<file path="src/rtl/signed_db_to_linear_gain_pkg.sv">
// Shared definitions for the dB-to-linear gain stage: dB limits, octave offset,
// data widths, FSM state encoding, request payload and the mantissa ROM.
package signed_db_to_linear_gain_pkg;

   localparam int DB_MIN = -72;
   localparam int DB_MAX = 18;
   localparam int K_OFS  = 12;

   localparam int unsigned FRAC_BITS = 12;
   localparam int unsigned SAMPLE_W  = 12;
   localparam int unsigned DB_W      = 9;
   localparam int unsigned GAIN_W    = 16;
   localparam int unsigned U_W       = 7;   // u = dB - DB_MIN, 0..90
   localparam int unsigned Q_W       = 4;   // octave count, 0..15
   localparam int unsigned MANT_W    = 13;
   localparam int unsigned PROD_W    = SAMPLE_W + GAIN_W + 1;

   typedef enum logic [2:0] {
      ST_IDLE,
      ST_CLAMP,
      ST_DIV,
      ST_SCALE,
      ST_MUL
   } state_e;

   typedef struct packed {
      logic signed [DB_W-1:0]     db;
      logic signed [SAMPLE_W-1:0] sample;
   } gain_req_t;

   // round(10^(r/20) * 4096) for the residual dB within one 6 dB octave
   function automatic logic [MANT_W-1:0] mant_lookup(input logic [2:0] r);
      logic [MANT_W-1:0] m;
      case (r)
         3'd0:    m = MANT_W'(4096);
         3'd1:    m = MANT_W'(4596);
         3'd2:    m = MANT_W'(5157);
         3'd3:    m = MANT_W'(5786);
         3'd4:    m = MANT_W'(6492);
         3'd5:    m = MANT_W'(7284);
         default: m = MANT_W'(4096);
      endcase
      return m;
   endfunction

endpackage

</file>
<file path="src/rtl/signed_db_to_linear_gain_if.sv">
// Request/response bus of the dB-to-linear gain stage.
//  start/input_db/input_sample : request, driven by the master
//  output_gain/output_sample/done : response, driven by the slave
interface signed_db_to_linear_gain_if;
   import signed_db_to_linear_gain_pkg::*;

   logic                       start;
   logic signed [DB_W-1:0]     input_db;
   logic signed [SAMPLE_W-1:0] input_sample;
   logic [GAIN_W-1:0]          output_gain;
   logic signed [SAMPLE_W-1:0] output_sample;
   logic                       done;

   modport master (
      output start, input_db, input_sample,
      input  output_gain, output_sample, done
   );

   modport slave (
      input  start, input_db, input_sample,
      output output_gain, output_sample, done
   );

endinterface

</file>
<file path="src/rtl/db_divmod6.sv">
// Sequential divide-by-6: one subtract step per cycle after a start pulse.
//  clk, rst : clock, async active-high reset
//  start    : load u_in into the remainder and clear the quotient
//  u_in     : dividend (0..90)
//  busy     : division in progress (stays set until the remainder drops below 6)
//  q, rem   : running quotient and remainder
module db_divmod6
   import signed_db_to_linear_gain_pkg::*;
(
   input  logic           clk,
   input  logic           rst,
   input  logic           start,
   input  logic [U_W-1:0] u_in,
   output logic           busy,
   output logic [Q_W-1:0] q,
   output logic [U_W-1:0] rem
);

   localparam logic [U_W-1:0] DIVISOR = U_W'(6);

   logic           busy_q, busy_d;
   logic [Q_W-1:0] q_q, q_d;
   logic [U_W-1:0] rem_q, rem_d;

   // Load on start, otherwise take one restoring step per cycle while busy
   always_comb begin
      busy_d = busy_q;
      q_d    = q_q;
      rem_d  = rem_q;
      if (start) begin
         busy_d = 1'b1;
         q_d    = '0;
         rem_d  = u_in;
      end else if (busy_q) begin
         if (rem_q >= DIVISOR) begin
            rem_d = rem_q - DIVISOR;
            q_d   = q_q + Q_W'(1);
         end else begin
            busy_d = 1'b0;
         end
      end
   end

   always_ff @(posedge clk or posedge rst) begin
      if (rst) begin
         busy_q <= 1'b0;
         q_q    <= '0;
         rem_q  <= '0;
      end else begin
         busy_q <= busy_d;
         q_q    <= q_d;
         rem_q  <= rem_d;
      end
   end

   assign busy = busy_q;
   assign q    = q_q;
   assign rem  = rem_q;

endmodule

</file>
<file path="src/rtl/signed_db_to_linear_gain.sv">
// Converts a signed integer dB gain into a Q4.12 linear multiplier (6 dB per
// octave plus a 6-entry mantissa ROM) and applies it to a 12-bit sample with
// saturation.
//  clk, rst : clock, async active-high reset
//  bus      : slave side; start/input_db/input_sample in,
//             output_gain/output_sample/done out (all registered)
module signed_db_to_linear_gain
   import signed_db_to_linear_gain_pkg::*;
(
   input logic                      clk,
   input logic                      rst,
   signed_db_to_linear_gain_if.slave bus
);

   localparam logic signed [DB_W-1:0] DB_MIN_S = DB_W'(DB_MIN);
   localparam logic signed [DB_W-1:0] DB_MAX_S = DB_W'(DB_MAX);
   localparam logic [Q_W-1:0]         K_OFS_U  = Q_W'(K_OFS);
   localparam logic [U_W-1:0]         REM_LIM  = U_W'(6);
   localparam int                     SAT_HI   = int'(2 ** (SAMPLE_W - 1)) - 1;
   localparam int                     SAT_LO   = -SAT_HI - 1;
   localparam logic signed [PROD_W-1:0] SAT_HI_P = PROD_W'(SAT_HI);
   localparam logic signed [PROD_W-1:0] SAT_LO_P = PROD_W'(SAT_LO);

   state_e                     state_q, state_d;
   gain_req_t                  req_q, req_d;
   logic [GAIN_W-1:0]          gain_q, gain_d;
   logic signed [SAMPLE_W-1:0] out_q, out_d;
   logic                       done_q, done_d;

   logic                       div_start_c;
   logic [U_W-1:0]             div_u_c;
   logic                       div_busy;
   logic [Q_W-1:0]             div_q;
   logic [U_W-1:0]             div_rem;

   logic signed [DB_W-1:0]     db_clamp_c;
   logic [MANT_W-1:0]          mant_c;
   logic [GAIN_W-1:0]          scaled_gain_c;
   logic signed [PROD_W-1:0]   prod_c;
   logic signed [PROD_W-1:0]   shifted_c;
   logic signed [SAMPLE_W-1:0] sat_c;

   db_divmod6 u_divmod6 (
      .clk   (clk),
      .rst   (rst),
      .start (div_start_c),
      .u_in  (div_u_c),
      .busy  (div_busy),
      .q     (div_q),
      .rem   (div_rem)
   );

   // Clamp the captured dB value and offset it so the divider sees 0..90
   always_comb begin
      if (req_q.db < DB_MIN_S) begin
         db_clamp_c = DB_MIN_S;
      end else if (req_q.db > DB_MAX_S) begin
         db_clamp_c = DB_MAX_S;
      end else begin
         db_clamp_c = req_q.db;
      end
      div_u_c = U_W'(db_clamp_c - DB_MIN_S);
   end

   // Mantissa shifted by k = q - K_OFS octaves; right shifts truncate
   always_comb begin
      mant_c = mant_lookup(div_rem[2:0]);
      if (div_q >= K_OFS_U) begin
         scaled_gain_c = GAIN_W'(mant_c) << (div_q - K_OFS_U);
      end else begin
         scaled_gain_c = GAIN_W'(mant_c) >> (K_OFS_U - div_q);
      end
   end

   // Signed sample times unsigned Q4.12 gain, floored back to integer and saturated
   always_comb begin
      prod_c    = PROD_W'($signed(req_q.sample)) * PROD_W'($signed({1'b0, gain_q}));
      shifted_c = prod_c >>> FRAC_BITS;
      if (shifted_c > SAT_HI_P) begin
         sat_c = SAMPLE_W'(SAT_HI);
      end else if (shifted_c < SAT_LO_P) begin
         sat_c = SAMPLE_W'(SAT_LO);
      end else begin
         sat_c = SAMPLE_W'(shifted_c);
      end
   end

   // Next-state and output logic
   always_comb begin
      state_d     = state_q;
      req_d       = req_q;
      gain_d      = gain_q;
      out_d       = out_q;
      done_d      = 1'b0;
      div_start_c = 1'b0;
      case (state_q)
         ST_IDLE: begin
            if (bus.start) begin
               req_d.db     = bus.input_db;
               req_d.sample = bus.input_sample;
               state_d      = ST_CLAMP;
            end
         end
         ST_CLAMP: begin
            div_start_c = 1'b1;
            state_d     = ST_DIV;
         end
         ST_DIV: begin
            // The divider finishes on the same edge that its remainder is below 6
            if (div_busy && (div_rem < REM_LIM)) begin
               state_d = ST_SCALE;
            end
         end
         ST_SCALE: begin
            gain_d  = scaled_gain_c;
            state_d = ST_MUL;
         end
         ST_MUL: begin
            out_d   = sat_c;
            done_d  = 1'b1;
            state_d = ST_IDLE;
         end
         default: begin
            state_d = ST_IDLE;
         end
      endcase
   end

   always_ff @(posedge clk or posedge rst) begin
      if (rst) begin
         state_q <= ST_IDLE;
         req_q   <= '0;
         gain_q  <= '0;
         out_q   <= '0;
         done_q  <= 1'b0;
      end else begin
         state_q <= state_d;
         req_q   <= req_d;
         gain_q  <= gain_d;
         out_q   <= out_d;
         done_q  <= done_d;
      end
   end

   assign bus.output_gain   = gain_q;
   assign bus.output_sample = out_q;
   assign bus.done          = done_q;

endmodule

</file>
<file path="src/flat_wrapper.sv">
// flat-port wrapper written by rule: the top's interface ports become plain ports
module signed_db_to_linear_gain_flat import signed_db_to_linear_gain_pkg::*;
  (clk, rst, bus_start, bus_input_db, bus_input_sample, bus_output_gain, bus_output_sample, bus_done);
  signed_db_to_linear_gain_if bus_i ();
  input logic clk;
  input logic rst;
  input wire logic [$bits(bus_i.start)-1:0] bus_start;
  input wire logic [$bits(bus_i.input_db)-1:0] bus_input_db;
  input wire logic [$bits(bus_i.input_sample)-1:0] bus_input_sample;
  output wire logic [$bits(bus_i.output_gain)-1:0] bus_output_gain;
  output wire logic [$bits(bus_i.output_sample)-1:0] bus_output_sample;
  output wire logic [$bits(bus_i.done)-1:0] bus_done;
  assign bus_i.start = bus_start;
  assign bus_i.input_db = bus_input_db;
  assign bus_i.input_sample = bus_input_sample;
  assign bus_output_gain = bus_i.output_gain;
  assign bus_output_sample = bus_i.output_sample;
  assign bus_done = bus_i.done;
  signed_db_to_linear_gain u_core (.clk(clk), .rst(rst), .bus(bus_i));
endmodule
</file>
<file path="config.mk">
export PLATFORM = sky130hd
export DESIGN_NAME = signed_db_to_linear_gain_flat
export DESIGN_NICKNAME = d
export VERILOG_FILES = /design/src/rtl/signed_db_to_linear_gain_pkg.sv /design/src/rtl/signed_db_to_linear_gain_if.sv /design/src/rtl/db_divmod6.sv /design/src/rtl/signed_db_to_linear_gain.sv /design/src/flat_wrapper.sv
export SDC_FILE = /design/constraint.sdc
export NUM_CORES = 1
export LEC_CHECK = 0
export BUFFER_PORTS_ARGS = -buffer_cell sky130_fd_sc_hd__buf_2
export CAP_MARGIN = 20
export CORE_MARGIN = 2
export CORE_UTILIZATION = 38
export CTS_BUF_LIST = sky130_fd_sc_hd__clkbuf_4
export CTS_CLUSTER_DIAMETER = 120
export DETAILED_ROUTE_END_ITERATION = 6
export GPL_TIMING_DRIVEN = 0
export PLACE_DENSITY_LB_ADDON = 0.15
export SLEW_MARGIN = 20
export SYNTH_ARGS = -nofsm -noshare
export SYNTH_HDL_FRONTEND = slang
export SYNTH_SLANG_ARGS = --single-unit
</file>
<file path="constraint.sdc">
create_clock -name clk -period 5.5 [get_ports clk]
set_input_delay 0.825 -clock clk [delete_from_list [all_inputs] [get_ports clk]]
set_output_delay 0.825 -clock clk [all_outputs]
set_load 0.02 [all_outputs]
</file>
Word level (Yosys, flattened, before mapping)
Cells that the tools add are included.

Add/subtract/negate cells: 5. Magnitude comparators: 7. Multiplexer cells: 20. Equality and inequality tests: 11. $mul: 1. Shift operators: 2. Reductions and logical operators: 7.

Operators with widths (number): $pmux 12 s5 (1); $mux 7 (5); $mul 12x17->29 (1); $mux 12 (2); $gt 17x12->1 const B (1); $lt 17x12->1 const B (1); $mux 16 (1); $shl 13x4->16 (1); $shr 13x4->16 (1); $eq 3x2->1 const B (4); $mux 4 (3); $pmux 3 s4 (1); $eq 3x3->1 const B (3); $gt 9x6->1 const B (1); $lt 9x8->1 const B (1); $ge 7x3->1 const B (1); $lt 7x3->1 const B (1); $sub 7x3->7 const B (1); $sub 7x7->7 const B (1); $eq 3x1->1 const B (2); $mux 3 (2); $reduce_and 2->1 (3); $mux 1 (5); $add 4x1->4 const B (1); other kinds (8) (9).

Output and inout port bits: 29. Register bits: 65. Word-level logic and storage cells: 62. Input bits: 24.

Depth between registers and ports, before layout
Gate-level depths: netlist of run 1.

Word-level depth: 5. Depth in mapped cells: 24.

Cells and area by module
Synthesis of run 1 repeated with hierarchy kept, for this count alone.

Cell total of the unflattened synthesis: 1215. Area total of the unflattened synthesis: 10535.1 µm².

Modules (own cells, without submodules): signed_db_to_linear_gain (area each 9867.0 µm², times used 1, cells an instance 1149, sequential area each 1326.3 µm²); db_divmod6 (area each 668.1 µm², times used 1, cells an instance 66, sequential area each 300.3 µm²).

Worst setup path after synthesis of run 1
Ideal clock, no wire load.

Kind: register -> register. Start point: register u_core.req_q[11] in the netlist's numbering. End point: register u_core.out_q[1] (netlist: u_core.bus.output_sample[1]). Arrival time: 5.791 ns. Path slack: -0.422 ns. Cell stages (with the launch flop): 23. Period minus slack after synthesis: 5.922 ns. Data required time: 5.369 ns. Cells stage by stage: dfrtp_1 inv_1 clkbuf_1 nor2_1 fa_1 inv_1 fa_1 inv_1 fa_1 fa_1 inv_1 fa_1 inv_1 ha_1 nand4_1 nor3_1 nand2_1 nor3_1 o31ai_2 a221o_1 o41ai_2 buf_6 o22ai_2.

Cells in the longest elaborated chain, start to end: 4.

RTL lines: start, declared (RTL line signed_db_to_linear_gain.sv:25) `gain_req_t req_q, req_d;`; start signal, assigned (RTL line signed_db_to_linear_gain.sv:138) `req_q <= req_d;`; $mul 12x17->29 (*) (RTL line signed_db_to_linear_gain.sv:77) `prod_c = PROD_W'($signed(req_q.sample)) * PROD_W'($signed({1'b0, gain_q}));`; $lt 17x12->1 (RTL line signed_db_to_linear_gain.sv:81) `end else if (shifted_c < SAT_LO_P) begin`; $mux 12 (RTL line signed_db_to_linear_gain.sv:81); $mux 12 (*) (RTL line signed_db_to_linear_gain.sv:79) `if (shifted_c > SAT_HI_P) begin`; end signal, assigned (RTL line signed_db_to_linear_gain.sv:140) `out_q <= out_d;`; end, declared (RTL line signed_db_to_linear_gain.sv:27) `logic signed [SAMPLE_W-1:0] out_q, out_d;`.

Every way passes the cells marked *; elsewhere a longest branch is shown, timed or not. A chain may end at the register's enable or synchronous reset.

Final worst setup path of run 1
Start point: register u_core.gain_q[10] (netlist: u_core.bus.output_gain[10]). End point: register u_core.out_q[0] (netlist: u_core.bus.output_sample[0]).

Cells in the longest elaborated chain, start to end: 4.

RTL lines: start, declared (RTL line signed_db_to_linear_gain.sv:26) `logic [GAIN_W-1:0] gain_q, gain_d;`; start signal, assigned (RTL line signed_db_to_linear_gain.sv:139) `gain_q <= gain_d;`; $mul 12x17->29 (*) (RTL line signed_db_to_linear_gain.sv:77); $lt 17x12->1 (RTL line signed_db_to_linear_gain.sv:81); $mux 12 (RTL line signed_db_to_linear_gain.sv:81); $mux 12 (*) (RTL line signed_db_to_linear_gain.sv:79).

Marks and branches as above.

==> flow_summary.yaml, run 1 <==
routing:
  drt-initial-drc-count: 636
  drc: 0
  ant_nets: 0
  viasPerCell: 5.29
  wire_per_inst_um: 18.0
  drt_first_pass_iters: 6
  num_vias: 8922
  totalWireLength_mm: 30.4
cells_and_area:
  layout-drive-gt1-share_pct: 22.2
  fill_cells: 2666
  fin_nets: 1591
  syn_to_final_growth_pct: 20.0
global_routing:
  grt-ovfl-total: 0
  grt_start_max_net_pins: 53
  grt_first_pass_wirelength_mm: 49.6
  antenna_found_initial: 1
  grt_usage_pct: 22.3
  grt_pass1_vias: 9203
sta:
  min_period_ps: 5980
  max_slew_margin_pct: 30.6
  finalSetupViolations: 11
  holdWs_ps: 266
  worst_pin_slew_ps: 1040
  fin_ws_ps: -475
  hold_violations: 0
  fin_skew_ps: 22.1
  max_freq_ghz: 0.167
  rsz0062_at_grt: "true"
  period_share_pct: 109
  final_max_slew_viol_count: 0
cts:
  path_clk_slew_ps: 130
  cts_buffers: 9
  cts_sinks: 65
  hold_buffers: 0
  clockBufferDepth: 2
  h-tree-depth: 3
  worstSkewPairLatency_ps: 480
  cts-root-buf: "clkbuf_4"
  cts_tree: "done"
worst_hold_path:
  hold_class: "in2async"
setup_path:
  crit_path_start_kind: "flip-flop"
  crit_slowest_cell: "fa_1"
  crit_path_end_kind: "flip-flop"
  worst-path-max-fanout: 10
  critPathMostFrequentCell: "fa_1"
  critPathRequiredTime_ps: 5850
  critPathKind: "reg2reg"
  path_buf_inv: 6
  critical_path_cell_count: 20
  cp_data_arrival_time_ps: 6330
  cpPeakStageDelay_ps: 540
  critical_path.top_delay_family: "adder cells"
  reg2reg_depth: 20
  crit_path_cell_trace: "clkbuf_8 > and2_4 > fa_1 > fa_1 > fa_1 > fa_1 > inv_1 > fa_1 > inv_1 > ha_1 > clkbuf_8 > nand4_1 > buf_4 > nor3_4 > o31ai_2 > xnor2_1 > a221o_1 > o41ai_4 > buf_6 > o22ai_2"
synthesis:
  avgSynthCellArea_um2: 8.45
  synthFlopType: "dfrtp_1"
  synth_edf_count: 0
  synth_cells: 1233
  ys_top_cells_by_area: "fa_1 (27%), dfrtp_1 (16%), ha_1 (11%)"
  yosysMostFrequentCell: "inv_1"
  netlist_top_cells_count: "inv_1 (196), nand2_1 (171), fa_1 (139)"
  yosysWarnings: 0
  netlist.area_leader.share_pct: 26.7
  synth_cell_types: 62
  ys_ff_latch: 65
  seq_area_frac_synth_pct: 15.6
  syn_nets: 1486
  synth_top_area_cell: "fa_1"
  synth_area_mm2: 0.0104
  async_flop_share_pct: 100
die:
  initial_core_util_pct: 38.7
  dieArea_mm2: 0.0288
  rows: 60
  die_width_um: 170
  die_h_um: 170
  core_mm2: 0.0270
  io_pins: 53
run_status:
  violations: "setup timing"
  status: "complete, but fails checks"
placed_design:
  io_buffers: 52
  hpwl_mm: 23.4
  place_congestion: 0.920
job:
  maxCapViolations: 0
## placed cells by master, fill, tap and decap left out, drive strengths merged, types with 8 or more instances in the layout
master,netlist,layout
mux2i,16,16
o21ai,61,61
a21o,13,13
mux2,21,21
inv,196,201
xor2,13,13
ha,90,90
nor2,78,78
nand3,14,14
clkbuf,60,64
and2,65,65
nand2,171,171
a31oi,8,8
a21oi,58,58
nor3,14,14
o22ai,21,21
dfrtp,65,65
nand2b,15,15
buf,7,106
xnor2,15,15
fa,139,139
## path summary, 6_finish.rpt
kind	start	end	slack, ps
max	u_core.bus.output_gain[10]$_DFFE_PP0P_	u_core.bus.output_sample[0]$_DFFE_PP0P_	-480
min	rst	u_core.bus.output_sample[11]$_DFFE_PP0P_	270
max reg2reg	u_core.bus.output_gain[10]$_DFFE_PP0P_	u_core.bus.output_sample[0]$_DFFE_PP0P_	-480
min reg2reg	u_core.state_q[2]$_DFFE_PP0P_	u_core.state_q[1]$_DFFE_PP0P_	540
max in group asynchronous	rst	u_core.bus.output_gain[2]$_DFFE_PP0P_	4660
min in group clk	u_core.state_q[2]$_DFFE_PP0P_	u_core.state_q[1]$_DFFE_PP0P_	540
## timing repair
| action | CTS | global route |
|---|---|---|
| cloned | 3 | 2 |
| hold endpoints to repair | 0 | 0 |
| pin swaps | 19 | 26 |
| setup buffers | 32 | 6 |
| gates resized for setup | 42 | 45 |
| endpoints found under the setup margin | 12 | 12 |
## cells by family after synthesis
group	after synthesis	share of synthesized area (%)
compound gates	212	13.4
buf+inv	266	9.66
fa+ha+maj	229	37.5
simple gates	396	17.7
xor+xnor	28	2.35
mux	37	3.81
flops	65	15.6
## per-layer routing
| metal | global-route usage, % | routed length (um) | vias to the layer above | share of wire [%] |
|---|---|---|---|---|
| li1 | - | - | 4170 | - |
| met1 | 31.3 | 14200 | 4490 | 47 |
| met2 | 36.2 | 14100 | 233 | 46 |
| met3 | 3.36 | 1690 | 29 | 5.6 |
| met4 | 5.28 | 460 | 0 | 1.5 |
| met5 | 0 | 0 | - | 0 |
## flip-flops by register name (all words and copies together) (netlist names)
name / flops
u_core.bus.output_gain: 16
u_core.bus.done: 1
u_core.u_divmod6.busy: 1
u_core.bus.output_sample: 12
u_core.u_divmod6.rem: 7
u_core.state_q: 3
u_core.u_divmod6.q: 4
u_core.req_q: 21
## final cells by class
| class | instances | area, um^2 | share of cell area (%) |
|---|---|---|---|
| timing repair buffer | 95 | 669 | 5.35 |
| clock buffer | 9 | 67.6 | 0.540 |
| sequential | 65 | 1660 | 13.3 |
| buffer | 66 | 592 | 4.73 |
| clock inverter | 7 | 58.8 | 0.470 |
| multi-input combinational | 902 | 8280 | 66.2 |
| tap | 341 | 427 | 3.41 |
| antenna | 1 | 2.50 | 0.0200 |
| inverter | 199 | 749 | 5.99 |
## stage by stage
step                      setup WS, ps  cell area (um^2)  TNS [ps]  std cells  utilization [%]
after CTS                         -539             12200     -5640       1678             45.4
after detailed placement          -911             11700    -10000       1627             43.3
final                             -475             12500     -4970       1685             46.4
after global routing              -665             12500     -7060       1685             46.4
after global placement            -910             11600     -9950       1626             43.2
after floorplan                  -47.5             11000      -348       1233                -
Power of run 1 is not shown: default switching activity piles up to over one toggle a cycle in this logic, so the estimate is an artifact.
==> run 2, diff against run 1 <==
--- a/config.mk
+++ b/config.mk
@@ -6,4 +6,5 @@
 export NUM_CORES = 1
 export LEC_CHECK = 0
+export ABC_AREA = 1
 export BUFFER_PORTS_ARGS = -buffer_cell sky130_fd_sc_hd__buf_2
 export CAP_MARGIN = 20
==> constraint.sdc (replaced) <==
create_clock -name clk -period 5.5 [get_ports clk]
set_input_delay 0.825 -clock clk [delete_from_list [all_inputs] [get_ports clk]]
set_output_delay 0.825 -clock clk [all_outputs]
set_load 0.005 [all_outputs]
==> flow_summary.yaml, run 2 <==
setup_path:
  critPathKind: "reg2reg"
  crit_path_start_kind: "flip-flop"
  cp_data_arrival_time_ps: 5710
  worst-path-max-fanout: 5
  crit_path_end_kind: "flip-flop"
  critPathRequiredTime_ps: 5880
sta:
  min_period_ps: 5330
  tns_ps: 0
  worst_pin_slew_ps: 856
  finalSetupViolations: 0
  hold_violations: 0
  rsz0062_at_grt: "true"
  max_freq_ghz: 0.187
  final_max_slew_viol_count: 0
  period_share_pct: 97.0
  max_slew_margin_pct: 43.0
  fin_ws_ps: 166
  fin_skew_ps: 17.2
worst_hold_path:
  hold_class: "in2async"
placed_design:
  hpwl_mm: 25.2
  io_buffers: 52
  place_congestion: 0.936
  pre_cts_ws_ps: -846
job:
  maxCapViolations: 0
global_routing:
  antenna_found_initial: 1
  grt_usage_pct: 22.1
  grt-ovfl-total: 0
  grt_pass1_vias: 9843
  grt_first_pass_wirelength_mm: 52.2
  grt_start_max_net_pins: 53
synthesis:
  synth_edf_count: 0
  netlist.area_leader.share_pct: 25.6
  synth_cells: 1529
  netlist_top_cells_count: "nand2_1 (443), inv_1 (359), fa_1 (139)"
  synth_cell_types: 46
  async_flop_share_pct: 100
  ys_top_cells_by_area: "fa_1 (26%), nand2_1 (15%), dfrtp_1 (15%)"
  synth_area_mm2: 0.0109
  synth_top_area_cell: "fa_1"
  yosysMostFrequentCell: "nand2_1"
  avgSynthCellArea_um2: 7.10
  yosysWarnings: 0
  synthFlopType: "dfrtp_1"
  ys_ff_latch: 65
  seq_area_frac_synth_pct: 15.0
  syn_nets: 1782
cells_and_area:
  most-common-layout-cells: "nand2_1 (408), inv_1 (350), fa_1 (131), nor2_1 (81), ha_1 (75)"
  syn_to_final_growth_pct: 20.9
  layout-drive-gt1-share_pct: 21.1
  fin_nets: 1903
  largest_reg_flops: 21
  max_flop_register: "u_core.req_q"
  fill_cells: 2950
  layout_commonest_cell: "nand2_1"
routing:
  wire_per_inst_um: 16.1
  drc: 0
  drt_first_pass_iters: 5
  ant_nets: 0
  viasPerCell: 4.93
  drt-initial-drc-count: 756
  totalWireLength_mm: 32.8
  num_vias: 10024
die:
  core_mm2: 0.0279
  dieArea_mm2: 0.0299
  io_pins: 53
  rows: 61
  die_width_um: 173
  die_h_um: 173
  initial_core_util_pct: 38.9
cts:
  cts-root-buf: "clkbuf_4"
  cts_sinks: 65
  cts_tree: "done"
  path_clk_slew_ps: 130
  worstSkewPairLatency_ps: 440
  hold_buffers: 0
  cts_buffers: 9
  clockBufferDepth: 2
  h-tree-depth: 3
run_status:
  status: "complete, no violations"
run 2: layout make-up:
| class | instances | area, um^2 | area share [%] |
|---|---|---|---|
| tap | 378 | 473 | 3.61 |
| buffer | 44 | 362 | 2.76 |
| timing repair buffer | 123 | 913 | 6.96 |
| antenna | 1 | 2.50 | 0.0191 |
| multi-input combinational | 1040 | 8210 | 62.5 |
| clock buffer | 9 | 67.6 | 0.515 |
| clock inverter | 6 | 45.0 | 0.343 |
| inverter | 367 | 1390 | 10.6 |
| sequential | 65 | 1660 | 12.7 |
run 2: path summary, 6_finish.rpt:
path                            slack, ps                                  endpoint                                     start  depth (start not counted)
worst max-delay path                  170   u_core.bus.output_sample[8]$_DFFE_PP0P_     u_core.bus.output_gain[9]$_DFFE_PP0P_                         24
worst min-delay path                  280   u_core.bus.output_sample[4]$_DFFE_PP0P_                                       rst                          2
worst max register to register        170   u_core.bus.output_sample[8]$_DFFE_PP0P_     u_core.bus.output_gain[9]$_DFFE_PP0P_                         24
worst min register to register        510  u_core.bus.output_sample[11]$_DFFE_PP0P_  u_core.bus.output_sample[11]$_DFFE_PP0P_                          2
max in group asynchronous            4670               u_core.req_q[1]$_DFFE_PP0P_                                       rst                          3
min in group clk                      510  u_core.bus.output_sample[11]$_DFFE_PP0P_  u_core.bus.output_sample[11]$_DFFE_PP0P_                          2
run 2: cell families (layout without fill, tap and decap cells):
logic type,after synthesis,count (layout),synth area share (%)
and+or+nand+nor,630,630,23.4
buffers and inverters,424,549,14.8
adders and majority gates,229,229,36.0
AOI/OAI and AO/OA,154,154,8.37
DFF,65,65,15.0
xor gates and xnor gates,14,14,1.13
muxes,13,13,1.34
other,0,1,0
run 2: layer usage:
metal	part of all wire, %	up-vias	track usage [%]
li1	-	4804	-
met1	48	4901	32.3
met2	45	286	34.4
met3	6.4	33	3.63
met4	1.3	0	4.38
met5	0	-	0
run 2: worst max-delay path: stages (launching register included):
cell and delay, ps:
dfrtp_2 470, buf_4 190, or2_2 310, fa_1 550
inv_1 70, fa_1 530, inv_1 60, fa_2 550
inv_1 40, fa_1 510, ha_4 210, ha_4 300
nand2_2 90, nor2_4 170, nand2_1 70, inv_1 150
nand4_1 200, nand2_1 110, nand2_1 60, nand2_2 110
inv_1 60, nand2_2 90, buf_4 140, nand2_1 80
a21oi_2 140
run 2: timing repair:
action | in CTS | in global routing
pin swaps | 3 | 67
gates resized for setup | 88 | 183
setup buffers | 17 | 47
hold endpoints to repair | 0 | 0
endpoints found under the setup margin | 12 | 12
gates cloned | 0 | 6
run 2: stage by stage:
stage	cells	instance area (um^2)	util (%)	hold WS [ps]
2_1_floorplan	1529	10900	-	469
3_3_place_gp	1959	11600	41.5	474
3_5_place_dp	1960	11600	41.6	470
4_1_cts	1979	12000	43.0	250
5_1_grt	2033	13100	47.0	267
6_report	2033	13100	47.0	285
Power of run 2 is left out for the same reason.
==> run 3, diff against run 2 <==
- CORE_ASPECT_RATIO: not set -> 1.75
- CORE_UTILIZATION: 38 -> 30
==> flow_summary.yaml, run 3 (synthesized netlist as in run 2, its figures left out) <==
die:
  io_pins: 53
  dieArea_mm2: 0.0378
  die_width_um: 148
  core_mm2: 0.0358
  rows: 92
  die_h_um: 256
  initial_core_util_pct: 30.3
routing:
  wire_per_inst_um: 17.7
  num_vias: 9961
  drt-initial-drc-count: 294
  ant_nets: 0
  viasPerCell: 4.67
  drt_first_pass_iters: 5
  totalWireLength_mm: 37.7
  drc: 0
setup_path:
  crit_path_end_kind: "flip-flop"
  critical_path.top_delay_family: "adder cells"
  r2r_slack_ps: 180
  r2r_start: "u_core.req_q[8]$_DFFE_PP0P_"
  cpPeakStageDelay_ps: 540
  crit_path_start_kind: "flip-flop"
  path_buf_inv: 5
  reg2reg_to: "u_core.bus.output_sample[2]$_DFFE_PP0P_"
  critPathRequiredTime_ps: 5930
  worst-path-max-fanout: 5
  crit_slowest_cell: "fa_1"
  crit_path_cell_trace: "buf_8 > nand2_1 > fa_1 > inv_1 > fa_1 > fa_1 > fa_1 > inv_1 > fa_1 > inv_1 > ha_4 > nand2_4 > nor2_4 > nand3_2 > nor2_2 > nand2_2 > nand4_1 > nand2_1 > nor2_2 > nand3_2 > a21oi_4 > buf_8 > a21oi_2"
  cp_data_arrival_time_ps: 5750
  critPathMostFrequentCell: "fa_1"
  reg2reg_depth: 23
  critPathKind: "reg2reg"
cts:
  cts_sinks: 65
  h-tree-depth: 3
  cts-root-buf: "clkbuf_4"
  cts_tree: "done"
  clockBufferDepth: 2
  worstSkewPairLatency_ps: 530
  hold_buffers: 0
  path_clk_slew_ps: 160
  cts_buffers: 9
cells_and_area:
  utilization_pct: 37.7
  largest_reg_flops: 21
  syn_to_final_growth_pct: 24.5
  stdcell_count: 2133
  design_area_mm2: 0.0135
  layout_commonest_cell: "nand2_1"
  fin_nets: 1909
  layout-drive-gt1-share_pct: 22.8
  most-common-layout-cells: "nand2_1 (399), inv_1 (343), fa_1 (127), nor2_1 (79), ha_1 (74)"
  max_flop_register: "u_core.req_q"
sta:
  max_slew_margin_pct: 39.1
  worst_pin_slew_ps: 906
  min_period_ps: 5320
  period_share_pct: 96.8
  final_max_slew_viol_count: 0
  fin_skew_ps: 38.7
  hold_violations: 0
  max_freq_ghz: 0.188
  finalSetupViolations: 0
  tns_ps: 0
placed_design:
  placed_cells: 2052
  io_buffers: 52
  hpwl_mm: 30.3
  place_congestion: 0.938
  placed_cell_area_mm2: 0.0117
global_routing:
  grt_start_max_net_pins: 52
  grt_pass1_vias: 10431
  grt_usage_pct: 19.8
  grt-ovfl-total: 0
  grt_first_pass_wirelength_mm: 56.4
  antenna_found_initial: 2
run_status:
  status: "complete, no violations"
job:
  maxCapViolations: 0
worst_hold_path:
  hold_class: "in2async"
run 3: cell types whose count changed in the layout (fill, tap and decap cells not counted), moves of 5 or more:
cell     before  now
nand2_1     408  399
buf_4        66   61
inv_2        11   18
nand2_4       9   16
buf_8         7   13
inv_1       350  343
run 3: layout make-up:
type / instances / area (um^2)
Antenna cell: 2 / 5.00
Clock inverter: 7 / 85.1
Timing Repair Buffer: 128 / 995
Sequential cell: 65 / 1660
Inverter: 367 / 1390
Multi-Input combinational cell: 1040 / 8290
Buffer: 45 / 432
Clock buffer: 9 / 67.6
Fill cell: 3829 / 22300
Tap cell: 470 / 588
run 3: what timing repair did:
action	in CTS	in global routing
cloned	1	5
setup buffers	25	44
endpoints found under the setup margin	12	11
pin swaps	14	96
gates resized for setup	144	171
run 3: worst max path at each step:
stage	endpoint	cells past startpoint	startpoint	slack, ps
finish	u_core.bus.output_sample[2]$_DFFE_PP0P_	23	u_core.req_q[8]$_DFFE_PP0P_	180
global route	u_core.bus.output_sample[2]$_DFFE_PP0P_	23	u_core.req_q[8]$_DFFE_PP0P_	-30
CTS	u_core.bus.output_sample[2]$_DFFE_PP0P_	23	u_core.req_q[10]$_DFFE_PP0P_	0.8
detailed placement	u_core.bus.output_sample[2]$_DFFE_PP0P_	25	u_core.req_q[11]$_DFFE_PP0P_	-1010
global placement	u_core.bus.output_sample[0]$_DFFE_PP0P_	25	u_core.req_q[11]$_DFFE_PP0P_	-1020
floorplan	u_core.bus.output_sample[0]$_DFFE_PP0P_	26	u_core.req_q[11]$_DFFE_PP0P_	130
run 3: routing by layer:
layer,GRT usage (%),routed length [um],vias up
met1,17.1,12100,4724
met5,0,0,-
li1,-,-,4848
met4,12.4,3100,0
met3,2.17,885,137
met2,41.0,21600,252
run 3: per-stage QoR:
step | hold WS [ps] | setup WS, ps
3_3_place_gp | 469 | -1020
2_1_floorplan | 469 | 131
6_report | 206 | 177
4_1_cts | 162 | 0.778
5_1_grt | 175 | -27.5
3_5_place_dp | 480 | -1010
Power of run 3 is left out for the same reason.
